--- src/rtl/multi_add_pkg.sv ---
// Shared definitions for the sequential multi-operand adder: FSM state codes
// and the result-width rule used by the RTL and by the bench's reference model.
package multi_add_pkg;

    localparam logic [1:0] ST_IDLE  = 2'd0;
    localparam logic [1:0] ST_ACCUM = 2'd1;
    localparam logic [1:0] ST_DONE  = 2'd2;

    // Enough headroom for num_ops full-scale operands plus a carry-in.
    function automatic int calc_sum_w(input int width, input int num_ops);
        return width + $clog2(num_ops + 1);
    endfunction

endpackage

--- src/rtl/add_acc_dp.sv ---
// Full-precision accumulator: load starts a new sum, add extends it,
// clr zeroes it. sum_nxt_o is the value the register takes on load/add.
module add_acc_dp
    import multi_add_pkg::*;
#(
    parameter int SUM_W = 8
) (
    input  logic             clk,
    input  logic             rst_n,
    input  logic             clr_i,
    input  logic             load_i,
    input  logic             add_i,
    input  logic [SUM_W-1:0] operand_i,
    output logic [SUM_W-1:0] sum_nxt_o
);

    logic [SUM_W-1:0] acc_q;

    assign sum_nxt_o = load_i ? operand_i : (acc_q + operand_i);

    always_ff @(posedge clk or negedge rst_n) begin
        if (!rst_n) begin
            acc_q <= '0;
        end else if (clr_i) begin
            acc_q <= '0;
        end else if (load_i || add_i) begin
            acc_q <= sum_nxt_o;
        end
    end

endmodule

--- src/rtl/multi_add_acc.sv ---
// Sequential multi-operand adder: one operand per accepted beat, carry-in on
// the first beat, registered full-precision result behind a valid/ready port.
module multi_add_acc
    import multi_add_pkg::*;
#(
    parameter  int WIDTH   = 6,
    parameter  int NUM_OPS = 3,
    localparam int SUM_W   = calc_sum_w(WIDTH, NUM_OPS),
    localparam int CNT_W   = $clog2(NUM_OPS + 1)
) (
    input  logic             clk,
    input  logic             rst_n,
    input  logic             clr,
    input  logic             in_valid,
    output logic             in_ready,
    input  logic [WIDTH-1:0] in_data,
    input  logic             in_ci,
    input  logic             in_last,
    output logic             out_valid,
    input  logic             out_ready,
    output logic [SUM_W-1:0] out_sum,
    output logic [CNT_W-1:0] out_cnt,
    output logic             out_len_err
);

    logic [1:0]       state_q, state_d;
    logic [CNT_W-1:0] cnt_q, cnt_d;
    logic [SUM_W-1:0] out_sum_q;
    logic [CNT_W-1:0] out_cnt_q;
    logic             out_err_q;

    logic             accept;
    logic             final_beat;
    logic             hit_limit;
    logic [CNT_W-1:0] cnt_inc;
    logic [SUM_W-1:0] operand;
    logic [SUM_W-1:0] sum_nxt;

    assign in_ready  = (state_q != ST_DONE);
    assign out_valid = (state_q == ST_DONE);

    // A beat coinciding with clr is dropped, so clr gates acceptance.
    assign accept     = in_valid && in_ready && !clr;
    assign cnt_inc    = cnt_q + CNT_W'(1);
    assign hit_limit  = (cnt_inc == CNT_W'(NUM_OPS));
    assign final_beat = in_last || hit_limit;

    // Carry-in only counts on the first beat of a transaction.
    assign operand = {{(SUM_W-WIDTH){1'b0}}, in_data}
                   + SUM_W'((state_q == ST_IDLE) && in_ci);

    add_acc_dp #(
        .SUM_W(SUM_W)
    ) u_dp (
        .clk      (clk),
        .rst_n    (rst_n),
        .clr_i    (clr),
        .load_i   (accept && (state_q == ST_IDLE)),
        .add_i    (accept && (state_q == ST_ACCUM)),
        .operand_i(operand),
        .sum_nxt_o(sum_nxt)
    );

    always_comb begin
        state_d = state_q;
        cnt_d   = cnt_q;
        if (clr) begin
            state_d = ST_IDLE;
            cnt_d   = '0;
        end else begin
            case (state_q)
                ST_IDLE, ST_ACCUM: begin
                    if (accept) begin
                        cnt_d   = cnt_inc;
                        state_d = final_beat ? ST_DONE : ST_ACCUM;
                    end
                end
                ST_DONE: begin
                    if (out_ready) begin
                        state_d = ST_IDLE;
                        cnt_d   = '0;
                    end
                end
                default: begin
                    state_d = ST_IDLE;
                    cnt_d   = '0;
                end
            endcase
        end
    end

    always_ff @(posedge clk or negedge rst_n) begin
        if (!rst_n) begin
            state_q <= ST_IDLE;
            cnt_q   <= '0;
        end else begin
            state_q <= state_d;
            cnt_q   <= cnt_d;
        end
    end

    // Result registers hold their last values outside DONE; only out_valid qualifies them.
    always_ff @(posedge clk or negedge rst_n) begin
        if (!rst_n) begin
            out_sum_q <= '0;
            out_cnt_q <= '0;
            out_err_q <= 1'b0;
        end else if (accept && final_beat) begin
            out_sum_q <= sum_nxt;
            out_cnt_q <= cnt_inc;
            out_err_q <= hit_limit && !in_last;
        end else if (!clr && out_valid && out_ready) begin
            out_err_q <= 1'b0;
        end
    end

    assign out_sum     = out_sum_q;
    assign out_cnt     = out_cnt_q;
    assign out_len_err = out_err_q;

endmodule
--- config.mk ---
export PLATFORM = sky130hd
export DESIGN_NAME = multi_add_acc
export DESIGN_NICKNAME = d
export VERILOG_FILES = /design/src/rtl/multi_add_pkg.sv /design/src/rtl/add_acc_dp.sv /design/src/rtl/multi_add_acc.sv
export SDC_FILE = /design/constraint.sdc
export NUM_CORES = 1
export LEC_CHECK = 0
export CAP_MARGIN = 20
export CORE_UTILIZATION = 52
export CTS_CLUSTER_SIZE = 8
export DETAILED_ROUTE_END_ITERATION = 8
export PLACE_DENSITY = 0.8
export SLEW_MARGIN = 20
export SYNTH_ARGS = -nofsm -noshare
export SYNTH_HDL_FRONTEND = slang
export SYNTH_SLANG_ARGS = --single-unit
--- constraint.sdc ---
create_clock -name clk -period 3.5 [get_ports clk]
set_input_delay 0.7 -clock clk [delete_from_list [all_inputs] [get_ports clk]]
set_output_delay 0.7 -clock clk [all_outputs]
set_load 0.01 [all_outputs]
==> results <==
- The flow ran to the end, and the final reports show no timing, DRC or antenna violations.
- STA classifies the critical path endpoint as a flip-flop.
- The first detailed-routing pass ran for 4 iterations.
- The top flip-flop cell by instance count after synthesis is dfrtp_1.
- The count of warnings emitted by yosys is 0.
- For the pin with the worst max-slew slack, the measured transition is between 0.6 and 0.7 ns.
- The routed wire length is 2930 um.
- The number of antenna violations at the first check in global routing was 0.
- Counting flops and latches in the post-synthesis netlist gives 23.
- The leftover overflow at the end of global routing is 0.
- The number of gates resized after cts is 0.
- Sorting the synthesized cells by how often they occur yields 23 x dfrtp_1, 14 x nand2_1, 12 x a21oi_1, 12 x nor2_1, 10 x ha_1.
- The count of standard-cell rows is 19.
- The first global-routing pass estimated approximately 5200 um of wire.
- The vertical extent of the die is between 50 and 60 um.
- Net switching is 34.0% of the power.
- The CTS buffer count is 3.
- With fillers left out, the area of the finished cells amounts to 0.00179 mm2.
- Ranked by total cell area, the synthesized netlist is headed by dfrtp_1 38%, ha_1 8.2%, xnor2_1 4.0%.
- Routability-driven placement finished with a final weighted congestion of 0.887.
- The final critical-path required period is ~3.2 ns.
- For this design the ratio of total power to cell area is 458 mW/mm2.
- The hold violation total from the final report came to 0.
- Setup violations remaining at the end of the flow were counted as 0.
- The initial utilization of the core area, before any placement, comes to ~55%.
- Across the VDD grid, the largest voltage drop is 0.000306 V.
- The synthesized-area fraction occupied by xor and xnor cells is 5.74%.
- The start-to-end type of the worst setup path is in -> reg.
- The post-place setup slack is -0.0140 ns.
- The number of hold buffers added after cts is 0.
- The CTS clock-pin slew for the worst setup and hold paths is 0.13 ns.
- The combinational fraction of design power is 42.0%.
- The overall via count from detail_route is 1184.
- TritonCTS built the clock tree.
- Data on the critical path is required at its endpoint by 3.71 ns.
- The net count of the finished layout is 203.
- Setup repair after global routing left no endpoint under its margin.
- The cell count after synthesis came out at 154.
- The aggregate global-route resource usage is 21.2%.
- The clock network latency to the later pin of the worst-skew pair is 0.32 ns.
- After layout, the design draws a total of approximately 0.82 mW.
- The floorplan step defined a die boundary enclosing 0.00316 mm2.
- The tightest hold path in the finished design has a slack of 0.324 ns.
- The via count of the first global-routing pass is ~1200.
- The relative slew slack is 53.2%.
- Across the run, the number of max-cap violations was 0.
- Synthesis instantiated 42 different standard cells from the library.
- The worst clock skew on the final layout is around 0.0088 ns.
- After detailed routing, the wire length on met1 is roughly 1400 um.
- The type of origin of the critical path is an input pin.
- The total number of H-tree levels is 1.
- The adder-cell area share of the yosys netlist is 9.51%.
- In this run the worst hold path is classified as in -> async.
- Clock tree synthesis found a total of 23 sinks.
- The synthesized area divided by synthesized cell count is 9.91 um2.
- Summed over all nets, wire length on met2 after detailed routing comes to 1370 um.
- The synthesized design contains 0 enable-type register cells.
- The number of antenna diodes in the final layout is 0.
- After synthesis, the share of flip-flops with an asynchronous set or reset is 100%.
- Among all stages on the critical path, the largest delay is contributed by clkdlybuf4s50_1.
- In this run the cell area measured after placement is 0.00177 mm2.
- Entering global routing, the biggest net connects 24 pins.
- The cell that appears most often on the critical path is ha_1.
- Once routing completed, OpenROAD measured the worst setup slack at 0.302 ns.
- For this run, the slowest stage of the critical path takes 0.45 ns.
- Of all nets on the critical path, the largest fanout is 4.
- The data arrival time of the critical path is 3.41 ns.
- The power spent charging and discharging nets is 0.278 mW.
- Summing the areas of all compound-gate instances in the mapped netlist gives between 20% and 30% of the synthesized area.
- The analysis attributes to cell leakage a power of 0.808 nW.
- The core region area is 0.00276 mm2.
- Buffers added to address setup during post-CTS repair amount to 0.
- The signal on the critical path passes through clkdlybuf4s50_1 > nor3b_1 > ha_1 > ha_1 > xor2_1 > ha_1 > nor2b_1 > o21ai_1 > nand2b_1 > xnor2_1 > o21ai_0 > mux2_4.
- The main combinational cell family by area after synthesis is compound AO/OA/AOI/OAI gates.
- The met3 routed wirelength is 121 um.
- The synthesized netlist devotes 15.5% of its cell area to simple gates.
- The die is around 56 um wide.
- 26 I/O pins were placed.
- The share of Yosys cell area claimed by the top area cell type is roughly 38%.
- The share of total power in sequential cells is 42.7%.
- The design internal power is 0.540 mW.
- Counting every net in the synthesized netlist gives about 180.
- The share of total power in the clock network is around 15%.
- Port buffering added 25 buffers.
- After detailed routing, the average wire length per cell comes to between 10 and 15 um.
- Cells with a size suffix above 1 make up 13.5% of the layout.
- The synthesized netlist occupies a cell area of 0.00153 mm2.
- The share of the cycle needed by the critical path after routing is 91.4%.
- The maximum achievable frequency is 0.313 GHz.
- In this run, the number of DRC markers left after iteration 0 of detailed routing was 41.
- The number of slew-limit violations in the final report is 0.
- The number of remaining DRC errors is 0.
- Summing the sequential cell areas from Yosys gives 37.7% of the chip area.
- In the routed layout, each cell is associated on average with a via count of 5.67.
- The growth of design area from synthesis to finish is 17.1%.
- Measured against the total synthesized area, the mux share comes to 5.25%.
- The count of nets left with antenna violations once routing finished came out at 0.
- The most repeated cell in the gate-level netlist after synthesis is dfrtp_1.
- No sink is reached through more buffers than the 2 on the longest clock path.
- Summed over all instances, the cell type with the most area after synthesis is dfrtp_1.
- The topmost layer with routed signal wires is met4.
- The core utilization of the finished layout is roughly 65%.
- CTS placed an instance of clkbuf_4 at the clock tree root.
- After legalization and detailed placement, the total HPWL measured 2370 um.
-- flip-flops by register name, summed over array words and instances, names as in the netlist --
register and count:
u_dp.acc_q 8, out_cnt 2, out_sum 8, state_q 2
cnt_q 2, out_len_err 1
-- layout by cell type, fill, tap and decap left out, types with 2 or more instances in the layout --
cell             netlist  routed
a21oi_2                2       2
a21oi_1               12      12
nand2b_4               2       2
o21ai_0                5       5
mux2_4                 2       2
clkdlybuf4s50_1        0      24
o21ai_2                3       3
ha_1                  10      10
xor2_1                 3       3
nor2_2                 2       2
nor2_1                12      12
nand3_1                3       3
o31ai_1                2       2
inv_1                  9       9
mux2i_1                5       5
clkbuf_4               0       3
o21ai_1                5       5
and3_1                 3       3
nand2_1               14      14
dfrtp_1               23      23
xnor2_1                7       7
nor3_1                 2       2
a21o_1                 3       3
o32ai_1                2       2
-- per-stage QoR --
stage | cells | TNS, ns
floorplan | 154 | 0
global placement | 205 | 0
detailed placement | 205 | -0.0140
CTS | 209 | 0
global route | 209 | 0
finish | 209 | 0
-- power by group through the flow --
stage / combinational [mW] / sequential, mW / clock, mW
6_report: 0.344 / 0.349 / 0.125
5_1_grt: 0.379 / 0.358 / 0.140
4_1_cts: 0.346 / 0.350 / 0.125
3_5_place_dp: 0.345 / 0.357 / 0
3_3_place_gp: 0.335 / 0.352 / 0
2_1_floorplan: 0.195 / 0.368 / 0
-- cell type report --
type | count | area (um2)
clock buffer | 3 | 22.5
clock inverter | 1 | 5.00
fill | 226 | 970
inverter | 10 | 40.0
multi-input combinational | 116 | 861
sequential | 23 | 576
tap | 31 | 38.8
timing repair buffer | 25 | 245
-- cell families (layout without fill, tap and decap cells) --
| group | after synthesis | after routing |
|---|---|---|
| buf+inv | 15 | 39 |
| xor+xnor | 10 | 10 |
| compound gates | 44 | 44 |
| flops | 23 | 23 |
| fa+ha+maj | 11 | 11 |
| simple gates | 44 | 44 |
| mux | 7 | 7 |
-- per-layer routing --
layer / global-route usage [%] / vias up
met5: 0 / -
met4: 8.36 / 0
met3: 2.79 / 5
met2: 33.7 / 29
met1: 29.4 / 560
li1: - / 590
-- path summary, 6_finish.rpt --
path	slack (ns)	cells after the start	endpoint	startpoint
setup / recovery	0.30	12	out_sum[4]	in_ci
hold reg to reg	0.49	2	out_cnt[1]	out_cnt[1]
max in group asynchronous	2.84	1	out_sum[4]	rst_n
hold / removal	0.32	1	out_sum[7]	rst_n
min in group clk	0.49	2	out_cnt[1]	out_cnt[1]
setup reg to reg	0.54	11	out_sum[4]	state_q[1]
-- worst max-delay path: cells and delay by family --
kind / cells / cell delay [ns]
muxes: 1 / 0.31
buffers and inverters: 1 / 0.45
xor gates and xnor gates: 2 / 0.42
and+or+nand+nor: 3 / 0.44
adders and majority gates: 3 / 0.76
AOI/OAI and AO/OA: 2 / 0.33
Note: power is estimated with default switching activity, not from simulation.
